**src/rtl/neuron_mac.sv**
```systemverilog
// Sequential signed multiply-accumulate with per-beat saturation, feeding the
// neuron's bias adder through a valid/ready handshake.
module neuron_mac #(
   parameter int N_INPUTS = 4,
   parameter int DATA_W   = 8,
   parameter int ACC_W    = 16
) (
   input  logic              clk,
   input  logic              rst_n,
   input  logic              start,
   input  logic              in_valid,
   output logic              in_ready,
   input  logic [DATA_W-1:0] x,
   input  logic [DATA_W-1:0] w,
   output logic [ACC_W-1:0]  acc_out,
   output logic              out_valid,
   input  logic              out_ready,
   output logic              busy,
   output logic              overflow
);

   localparam int CNT_W  = $clog2(N_INPUTS + 1);
   localparam int PROD_W = 2 * DATA_W;

   typedef enum logic [1:0] {
      IDLE  = 2'd0,
      ACCUM = 2'd1,
      DONE  = 2'd2
   } state_t;

   state_t                  state_reg;
   state_t                  state_next;
   logic [ACC_W-1:0]        acc_reg;
   logic [CNT_W-1:0]        count_reg;
   logic                    overflow_reg;

   logic                    beat;
   logic                    last_beat;
   logic signed [PROD_W-1:0] prod;
   logic signed [ACC_W:0]   acc_ext;
   logic signed [ACC_W:0]   prod_ext;
   logic signed [ACC_W:0]   sum;
   logic                    sat_hit;
   logic [ACC_W-1:0]        acc_sat;

   assign beat      = in_valid && (state_reg == ACCUM);
   assign last_beat = beat && (count_reg == CNT_W'(N_INPUTS - 1));

   // One extra bit of headroom lets the top two bits of the sum detect overflow.
   assign prod     = $signed(x) * $signed(w);
   assign acc_ext  = {acc_reg[ACC_W-1], acc_reg};
   assign prod_ext = {{(ACC_W + 1 - PROD_W){prod[PROD_W-1]}}, prod};
   assign sum      = acc_ext + prod_ext;
   assign sat_hit  = sum[ACC_W] != sum[ACC_W-1];

   always_comb begin
      acc_sat = sum[ACC_W-1:0];
      if (sat_hit) begin
         acc_sat = sum[ACC_W] ? {1'b1, {(ACC_W-1){1'b0}}} : {1'b0, {(ACC_W-1){1'b1}}};
      end
   end

   always_ff @(posedge clk) begin
      if (!rst_n) begin
         state_reg <= IDLE;
      end else begin
         state_reg <= state_next;
      end
   end

   always_comb begin
      state_next = state_reg;
      case (state_reg)
         IDLE:    if (start)     state_next = ACCUM;
         ACCUM:   if (last_beat) state_next = DONE;
         DONE:    if (out_ready) state_next = IDLE;
         default:                state_next = IDLE;
      endcase
   end

   always_comb begin
      in_ready  = (state_reg == ACCUM);
      out_valid = (state_reg == DONE);
      busy      = (state_reg != IDLE);
      acc_out   = acc_reg;
      overflow  = overflow_reg;
   end

   // Accumulator holds its value in IDLE so the last result stays visible.
   always_ff @(posedge clk) begin
      if (!rst_n) begin
         acc_reg      <= '0;
         count_reg    <= '0;
         overflow_reg <= 1'b0;
      end else if (state_reg == IDLE && start) begin
         acc_reg      <= '0;
         count_reg    <= '0;
         overflow_reg <= 1'b0;
      end else if (beat) begin
         acc_reg      <= acc_sat;
         count_reg    <= count_reg + CNT_W'(1);
         overflow_reg <= overflow_reg | sat_hit;
      end
   end

endmodule

```
**config.mk**
```make
export PLATFORM = sky130hd
export DESIGN_NAME = neuron_mac
export DESIGN_NICKNAME = d
export VERILOG_FILES = /design/src/rtl/neuron_mac.sv
export SDC_FILE = /design/constraint.sdc
export NUM_CORES = 1
export LEC_CHECK = 0
export BUFFER_PORTS_ARGS = -buffer_cell sky130_fd_sc_hd__buf_2
export CAP_MARGIN = 20
export CORE_MARGIN = 2
export CORE_UTILIZATION = 45
export CTS_CLUSTER_SIZE = 12
export DETAILED_ROUTE_END_ITERATION = 10
export SETUP_SLACK_MARGIN = 0.2
export SYNTH_ARGS = -nofsm -noshare
export SYNTH_HDL_FRONTEND = slang
export SYNTH_SLANG_ARGS = --single-unit
```
**constraint.sdc**
```tcl
create_clock -name clk -period 7.8 [get_ports clk]
set_input_delay 0.78 -clock clk [delete_from_list [all_inputs] [get_ports clk]]
set_output_delay 0.78 -clock clk [all_outputs]
set_load 0.05 [all_outputs]
```
==> flow_metrics.tcl <==
set metrics [dict create \
    cts_hold_buffers 0 \
    max_freq_mhz 160.0 \
    setup.worst_path.class "input pin to flip-flop" \
    synth_compound_area_share_pct 10.63 \
    layout_common_cells "inv_1 (87), fa_1 (76), nand2_1 (43)" \
    viasPerCell 5.081 \
    synth_nets 578 \
    cts_tree "yes" \
    timing.critical_path.arrival_ns 6.40 \
    htree_levels 1 \
    status "finished, final reports clean" \
    required_ns 7.95 \
    overflow 0 \
    post-cts-setup-buffers 0 \
    fillers 896 \
    fp.coreArea_mm2 0.009065 \
    muxShareOfSynthArea_pct 0 \
    die_h_um 99.96 \
    synth_top_area_share_pct 36.71 \
    dr.pass1.iters 4 \
    finalCritPeriodShare_pct 80.13 \
    drc 0 \
    area_growth_pct 8.333 \
    yosysTopAreaCell "fa_1" \
    cts.sinks 22 \
    grt_pass1_wl_um 14790 \
    final-setup-viol-count 0 \
    synthCells 440 \
    clockBufferDepth 2 \
    post-route-min-period_ns 6.250 \
    finalWirelength_um 8573 \
    yosys_most_used_dff "dfxtp_1" \
    yosys.area_share.adder_pct 51.63 \
    largest_reg_flops 16 \
    vias 2993 \
    max-slew-margin-rel_pct 39.28 \
    dp_hpwl_um 7415 \
    synth_edf_count 0 \
    crit_fanout 19 \
    cap_violations 0 \
    synth_seq_cells 22 \
    worst_pin_slew_ns 0.9063 \
    final_nets 617 \
    post_drt_wl_per_cell_um 14.56 \
    ff_latch_area_um2 440.4 \
    chipWidth_um 99.96 \
    first_iter_violations 74 \
    layout-drive-gt1-share_pct 12.76 \
    numCtsBuffers 3 \
    initial_core_util_pct 45.71 \
    yosys-top-cells-area "fa_1 (37%), ha_1 (12%), dfxtp_1 (11%), inv_1 (7.9%), and2_1 (5.0%)" \
    synth_top_family_by_area "adder cells" \
    start_kind "input pin" \
    cts_root_buffer "clkbuf_8" \
    synth.cell_area_mm2 0.004144 \
    track_usage_pct 18.48 \
    async_flop_share_pct 0 \
    maxSlewViolCount 0 \
    fp.dieArea_mm2 0.009992 \
    ys_types 49 \
    multi_input_area_mm2 0.003309 \
    port_buffers 40 \
    final_common_cell "inv_1" \
    first_global_vias 3036 \
    end_kind "flip-flop" \
    io_pins 41 \
    clk_pin_slew_ns 0.08 \
    synth-xor-area-share_pct 3.774 \
    diodes 0 \
    seq_area_frac_synth_pct 10.63 \
    clk-insertion-delay-late_ns 0.26 \
    place.gp.congestion 0.8612 \
    syn_area_per_cell_um2 9.418 \
    postRouteAntennaNets 0 \
    synthSimpleGateAreaFrac_pct 13.83 \
    antenna_found_initial 0 \
    rows 35 \
    clock_skew_ns 0.004458 \
    grt_max_degree 32 \
    yosys_warnings 0 \
    min_path_type "flip-flop to flip-flop" \
    cts_resized 0 \
    rsz0062_at_grt "false" \
    hold_viol 0 \
    tns_ns 0 \
]
metrics by stage:
step                cells  utilization (%)  worst slack, ns  hold WS [ns]  area, um2
floorplan             440                -            2.115        0.4343       4144
global placement      584            48.75            1.309        0.4489       4419
detailed placement    584            48.75            1.262        0.4555       4419
CTS                   588            49.36            1.530        0.4671       4474
global route          589            49.52            1.199        0.4976       4489
finish                589            49.52            1.550        0.4610       4489
final cells by class:
| class | instances | share of cell area [%] |
|---|---|---|
| sequential | 22 | 9.810 |
| multi-input combinational | 323 | 73.72 |
| tap | 111 | 3.094 |
| clock buffer | 4 | 1.226 |
| timing repair buffer | 41 | 4.794 |
| inverter | 88 | 7.358 |
routing by layer:
metal | up-vias | global-route usage (%) | part of all wire (%)
li1 | 1474 | - | -
met1 | 1480 | 26.21 | 47
met3 | 4 | 1.602 | 2.1
met5 | - | 0 | 0
met2 | 35 | 32.17 | 50
met4 | 0 | 1.897 | 0.45
worst max-delay path, stage by stage:
cell,delay [ns]
buf_2,0.18
and2_1,0.47
inv_1,0.18
fa_1,0.51
inv_1,0.05
fa_1,0.51
fa_1,0.44
fa_1,0.58
fa_1,0.42
ha_1,0.36
nor2_1,0.19
nor3b_2,0.08
o2111ai_1,0.22
a31oi_2,0.14
xnor2_2,0.75
a2111oi_0,0.22
a311o_1,0.31
synthesized netlist by cell type, types with 2 or more instances:
| master | n |
|---|---|
| buf_6 | 3 |
| nand3_1 | 3 |
| o31ai_1 | 2 |
| ha_1 | 41 |
| a31o_2 | 2 |
| inv_1 | 87 |
| a211oi_2 | 2 |
| nor2b_1 | 5 |
| o211ai_1 | 2 |
| xor2_1 | 5 |
| maj3_2 | 4 |
| a211oi_1 | 3 |
| a21oi_2 | 3 |
| and2_1 | 33 |
| nand2_1 | 43 |
| o21ai_0 | 16 |
| dfxtp_1 | 22 |
| o21a_1 | 2 |
| o21bai_1 | 2 |
| a211o_1 | 2 |
| o2111ai_1 | 3 |
| nand2b_1 | 2 |
| a21o_1 | 2 |
| a21oi_1 | 18 |
| fa_1 | 76 |
| maj3_1 | 6 |
| nor2_1 | 18 |
| xnor2_1 | 11 |
| a32o_1 | 2 |
path summary, 6_finish.rpt:
path	startpoint	endpoint	slack, ns	depth (start not counted)
worst max-delay path	w[0]	acc_out[12]$_SDFFE_PP0P_	1.55	17
worst max register to register	acc_out[4]$_SDFFE_PP0P_	acc_out[12]$_SDFFE_PP0P_	2.31	18
worst min-delay path	count_reg[1]$_SDFFE_PP0P_	count_reg[1]$_SDFFE_PP0P_	0.46	2
worst min register to register	count_reg[1]$_SDFFE_PP0P_	count_reg[1]$_SDFFE_PP0P_	0.46	2
cells by family after synthesis:
logic type | Yosys count
adder cells (fa/ha/maj) | 127
XOR/XNOR | 17
buffers and inverters | 95
AO/OA/AOI/OAI | 65
flip-flops | 22
AND/OR/NAND/NOR | 114
Power is left out: the tool's default activity adds up to more than one toggle a clock period on the data nets, which glitch-free logic cannot reach.
